==> src/rtl/sec_div_pkg.sv <==
// Shared encodings for the constant-time iterative divider.
package sec_div_pkg;

   typedef enum logic [1:0] {
      STATE_IDLE = 2'd0,
      STATE_CALC = 2'd1,
      STATE_DONE = 2'd2
   } state_t;

   localparam logic DOMAIN_PUB = 1'b0;
   localparam logic DOMAIN_SEC = 1'b1;

endpackage

==> src/rtl/sec_div_step.sv <==
// One combinational restoring-division step; carries the domain of its operands.
module sec_div_step #(
   parameter int p_nbits = 32
) (
   input  logic [p_nbits:0]   rem_i,
   input  logic [p_nbits-1:0] quot_i,
   input  logic [p_nbits-1:0] divisor_i,
   output logic [p_nbits:0]   rem_o,
   output logic [p_nbits-1:0] quot_o
);

   logic [p_nbits+1:0] shifted;
   logic [p_nbits+1:0] trial;
   logic               trial_neg;

   // One extra guard bit above the shifted remainder makes the MSB a clean sign.
   assign shifted = {rem_i, quot_i[p_nbits-1]};

   vc_Subtractor #(.p_nbits(p_nbits + 2)) u_trial_sub (
      .in0_i  (shifted),
      .in1_i  ({2'b00, divisor_i}),
      .diff_o (trial)
   );

   assign trial_neg = trial[p_nbits+1];
   assign rem_o     = trial_neg ? shifted[p_nbits:0] : trial[p_nbits:0];
   assign quot_o    = {quot_i[p_nbits-2:0], ~trial_neg};

endmodule

==> src/rtl/vc_subtractor.sv <==
// Plain unsigned subtractor; all bits of both operands are labelled with the same domain.
module vc_Subtractor #(
   parameter int p_nbits = 32
) (
   input  logic [p_nbits-1:0] in0_i,
   input  logic [p_nbits-1:0] in1_i,
   output logic [p_nbits-1:0] diff_o
);

   assign diff_o = in0_i - in1_i;

endmodule

==> src/rtl/sec_iter_divider.sv <==
// Fixed-latency iterative unsigned divider with domain-tagged operands and
// scrubbing of all data registers once a response has been consumed.
module sec_iter_divider
   import sec_div_pkg::*;
#(
   parameter int p_nbits     = 32,
   parameter int p_cnt_nbits = $clog2(p_nbits)
) (
   input  logic               clk,
   input  logic               reset_n,
   input  logic               req_val,
   output logic               req_rdy,
   input  logic               req_domain,
   input  logic [p_nbits-1:0] req_a,
   input  logic [p_nbits-1:0] req_b,
   output logic               resp_val,
   input  logic               resp_rdy,
   output logic               resp_domain,
   output logic [p_nbits-1:0] resp_quot,
   output logic [p_nbits-1:0] resp_rem
);

   state_t                 state_q, state_d;
   logic [p_cnt_nbits-1:0] cnt_q, cnt_d;
   logic [p_nbits:0]       rem_q, rem_d;
   logic [p_nbits-1:0]     quot_q, quot_d;
   logic [p_nbits-1:0]     div_q, div_d;
   logic                   dom_q, dom_d;
   logic [p_nbits-1:0]     out_quot_q, out_quot_d;
   logic [p_nbits-1:0]     out_rem_q, out_rem_d;
   logic                   out_dom_q, out_dom_d;

   logic [p_nbits:0]       step_rem;
   logic [p_nbits-1:0]     step_quot;

   sec_div_step #(.p_nbits(p_nbits)) u_step (
      .rem_i     (rem_q),
      .quot_i    (quot_q),
      .divisor_i (div_q),
      .rem_o     (step_rem),
      .quot_o    (step_quot)
   );

   // NOTE: every signal written here is defaulted first so no latch is inferred.
   always_comb begin
      state_d    = state_q;
      cnt_d      = cnt_q;
      rem_d      = rem_q;
      quot_d     = quot_q;
      div_d      = div_q;
      dom_d      = dom_q;
      out_quot_d = out_quot_q;
      out_rem_d  = out_rem_q;
      out_dom_d  = out_dom_q;
      req_rdy    = 1'b0;
      resp_val   = 1'b0;

      case (state_q)
         STATE_IDLE: begin
            req_rdy = 1'b1;
            if (req_val) begin
               state_d = STATE_CALC;
               dom_d   = req_domain;
               quot_d  = req_a;
               div_d   = req_b;
               rem_d   = '0;
               cnt_d   = p_cnt_nbits'(p_nbits - 1);
            end
         end
         STATE_CALC: begin
            rem_d  = step_rem;
            quot_d = step_quot;
            // Only the counter steers the FSM; operand values never shorten the run.
            if (cnt_q == '0) begin
               state_d    = STATE_DONE;
               out_quot_d = step_quot;
               out_rem_d  = step_rem[p_nbits-1:0];
               out_dom_d  = dom_q;
            end else begin
               cnt_d = cnt_q - p_cnt_nbits'(1);
            end
         end
         STATE_DONE: begin
            resp_val = 1'b1;
            if (resp_rdy) begin
               state_d    = STATE_IDLE;
               rem_d      = '0;
               quot_d     = '0;
               div_d      = '0;
               dom_d      = DOMAIN_PUB;
               out_quot_d = '0;
               out_rem_d  = '0;
               out_dom_d  = DOMAIN_PUB;
            end
         end
         default: state_d = STATE_IDLE;
      endcase
   end

   // NOTE: sequential state uses non-blocking assignments so all registers update together.
   always_ff @(posedge clk or negedge reset_n) begin
      if (!reset_n) begin
         state_q    <= STATE_IDLE;
         cnt_q      <= '0;
         rem_q      <= '0;
         quot_q     <= '0;
         div_q      <= '0;
         dom_q      <= DOMAIN_PUB;
         out_quot_q <= '0;
         out_rem_q  <= '0;
         out_dom_q  <= DOMAIN_PUB;
      end else begin
         state_q    <= state_d;
         cnt_q      <= cnt_d;
         rem_q      <= rem_d;
         quot_q     <= quot_d;
         div_q      <= div_d;
         dom_q      <= dom_d;
         out_quot_q <= out_quot_d;
         out_rem_q  <= out_rem_d;
         out_dom_q  <= out_dom_d;
      end
   end

   assign resp_quot   = out_quot_q;
   assign resp_rem    = out_rem_q;
   assign resp_domain = out_dom_q;

endmodule

==> config.mk <==
export PLATFORM = sky130hd
export DESIGN_NAME = sec_iter_divider
export DESIGN_NICKNAME = d
export VERILOG_FILES = /design/src/rtl/sec_div_pkg.sv /design/src/rtl/sec_div_step.sv /design/src/rtl/vc_subtractor.sv /design/src/rtl/sec_iter_divider.sv
export SDC_FILE = /design/constraint.sdc
export NUM_CORES = 1
export LEC_CHECK = 0
export ABC_AREA = 1
export CORE_MARGIN = 2
export CORE_UTILIZATION = 49
export CTS_BUF_LIST = sky130_fd_sc_hd__clkbuf_4 sky130_fd_sc_hd__clkbuf_8
export DETAILED_ROUTE_END_ITERATION = 12
export PLACE_DENSITY = 0.72
export SKIP_LAST_GASP = 1
export SLEW_MARGIN = 30
export SYNTH_ARGS = -nofsm -noshare
export SYNTH_HDL_FRONTEND = slang
export SYNTH_SLANG_ARGS = --single-unit
==> constraint.sdc <==
create_clock -name clk -period 2.2 [get_ports clk]
set_input_delay 0.22 -clock clk [delete_from_list [all_inputs] [get_ports clk]]
set_output_delay 0.22 -clock clk [all_outputs]
set_load 0.1 [all_outputs]
==> results.toml <==
[sta]
fin_crit_sh_pct = 99.6
tightest_slew_ns = 0.563
slew_violations = 0
tns_ns = 0
setup_viol = 0
finalWorstPathRequiredPeriod_ns = 2.19
fin_hold_ws_ns = 0.261
skew_ns = 0.0187
hold_viol = 0
relSlewSlack_pct = 62.5
max_freq_mhz = 457
rsz0062_at_grt = "yes"

[job]
cap_violations = 0

[layout]
layout.cells.most_common = "nand2_1"
drive_gt1_share_pct = 25.8
layout.nets = 1718
finish.utilization_pct = 66.3
final_cell_mix = "392 x nand2_1, 216 x inv_1, 167 x dfrtp_1, 144 x buf_4, 101 x nand3_1"
antennaDiodeCount = 0
stdcell_count = 1897
syn_to_final_growth_pct = 32.5

[worst_setup_path]
max_stage_delay_ns = 0.43
crit_required_ns = 2.57
reg2reg_slack_ns = 0.01
crit_path_max_fanout = 8
crit_path_start_kind = "register"
crit_slowest_cell = "dfrtp_1"
crit_start = "rem_q[11]"
endpoint_kind = "register"
cp.arrival_ns = 2.56
reg2regPathDepth = 13
regToRegEndpoint = "rem_q[10]"
path_cells = "ha_4 > nand2_2 > nor2_2 > nand2_1 > inv_1 > nand2_4 > nand2_4 > nand2_8 > nand3_4 > buf_12 > nand3_2 > nand3_1 > nand2_1"
worstReg2RegStart = "rem_q[11]"
endpoint = "rem_q[10]"
path_class = "reg -> reg"

[floorplan]
dieArea_um2 = 22600
core_area_um2 = 21000
initial_core_util_pct = 50.0
fp.dieW_um = 150
fp-row-count = 53
die_h_um = 150
io_pins = 136

[global_routing]
track_usage_pct = 26.3
grt_pass1_wl_um = 47100
busiest_layer = "met2"
grt_pass1_vias = 9509
use_met2_pct = 43.6
grt_max_degree = 67
grt_use_met3_pct = 6.30
use_met1_pct = 34.7
antenna_found_initial = 0
grt_overflow_total = 0

[placement]
place_congestion = 0.910
numPortBuffers = 135
dp.cells = 1840
dp_hpwl_um = 20900

[synth]
ys_seq_area_share_pct = 40.5
synth_xor_area_share_pct = 1.33
synthTopCellsByArea = "dfrtp_1 40%, nand2_1 15%, inv_1 8.3%"
syn-num-nets = 1519
yosysTopAreaCell = "dfrtp_1"
synth_top_family_by_area = "simple AND/OR/NAND/NOR gates"
synthAdderAreaFrac_pct = 4.71
synth_mux_area_share_pct = 0
syn_area_per_cell_um2 = 7.45
synth_cells = 1411
synth.top_cell.area_share_pct = 40.5
ys_warn_count = 0
synth_compound_area_share_pct = 8.64
syn_area_um2 = 10500
ys_types = 37
yosys_register_bits = 170
yosys.area_share.simple_pct = 33.3

[route]
route.vias.total = 9770
drcViolationCount = 0
antenna_left = 0
routed_via_density = 5.15
first_pass_iters = 5
drt_iter0_markers = 536
finalWirelength_um = 29900
routedWlPerCell_um = 15.8

[clock_network]
cts_tree = "built"
insertion_delay_ns = 0.49
cts_root_buffer = "clkbuf_8"
cts_buffers = 17
clock_path_buffers = 2
clkTransAtPathRegs_ns = 0.11
htree_levels = 4
cts.sinks = 170

[outcome]
status = "finished, final reports clean"

[hold_path]
min_path_type = "in -> async"
## registers in the layout, indices dropped and copies added, names as in the netlist
| name | flops |
|---|---|
| dom_q | 1 |
| quot_q | 32 |
| resp_quot | 32 |
| resp_rem | 32 |
| resp_domain | 1 |
| rem_q | 33 |
| div_q | 32 |
| state_q | 2 |
| cnt_q | 5 |
## how the worst min path moves through the flow
stage                 start      endpoint  slack (ns)
CTS                 reset_n     div_q[10]        0.28
global route        reset_n      div_q[9]        0.30
detailed placement  reset_n     div_q[10]        0.24
finish              reset_n     div_q[10]        0.26
floorplan           reset_n      cnt_q[0]       -0.08
global placement    reset_n  resp_rem[10]        0.24
## what timing repair did
item                       4_1_cts  5_1_grt
buffers inserted                 2       20
pin swaps                        2       27
hold buffers                     1        0
gates cloned                     0        3
resized for setup               12      141
setup endpoints to repair       58       71
hold endpoints to repair        51        0
## worst max-delay path: cells and delay by family, from the launching register on
family	cells	cell delay, ns
adders and majority gates	1	0.31
DFF	1	0.43
buffers and inverters	2	0.30
and+or+nand+nor	10	1.03
## stage by stage
step / setup slack, ns / area, um2
2_1_floorplan: 0.00545 / 10500
5_1_grt: -0.0723 / 13900
6_report: 0.00979 / 13900
4_1_cts: -0.00163 / 13000
3_5_place_dp: -0.0413 / 12500
3_3_place_gp: -0.0670 / 12500
## cells by family (layout without fill, tap and decap cells)
family / Yosys count / count (layout)
AOI/OAI and AO/OA: 164 / 164
xor gates and xnor gates: 16 / 16
adders and majority gates: 39 / 39
buffers and inverters: 293 / 503
DFF: 170 / 170
and+or+nand+nor: 729 / 730
## Yosys cell counts, drive strengths merged
library cell	count
or2	1
a32oi	1
nand2	439
a21boi	1
nor3	7
a21oi	57
and2	4
nand4	2
a211oi	31
nor4	1
clkbuf	23
o21ai	74
and3	1
xor2	3
nand3b	15
inv	237
ha	38
nor2	77
buf	33
xnor2	13
nand3	182
dfrtp	170
fa	1
## area by class of cell
cell class,count,area (um2)
Fill cell,1774,7090
Multi-Input combinational cell,949,5820
Sequential cell,170,4260
Timing Repair Buffer,235,2200
Inverter,237,890
Tap cell,275,344
Clock buffer,17,234
Clock inverter,14,181
## routing by layer
metal / part of all wire [%] / up-vias
li1: - / 4840
met4: 1.9 / 0
met3: 5.8 / 41
met1: 43 / 4635
met2: 49 / 254
met5: 0 / -
Power is not shown: default switching activity piles up to over one toggle a cycle in this logic, so the estimate is an artifact.
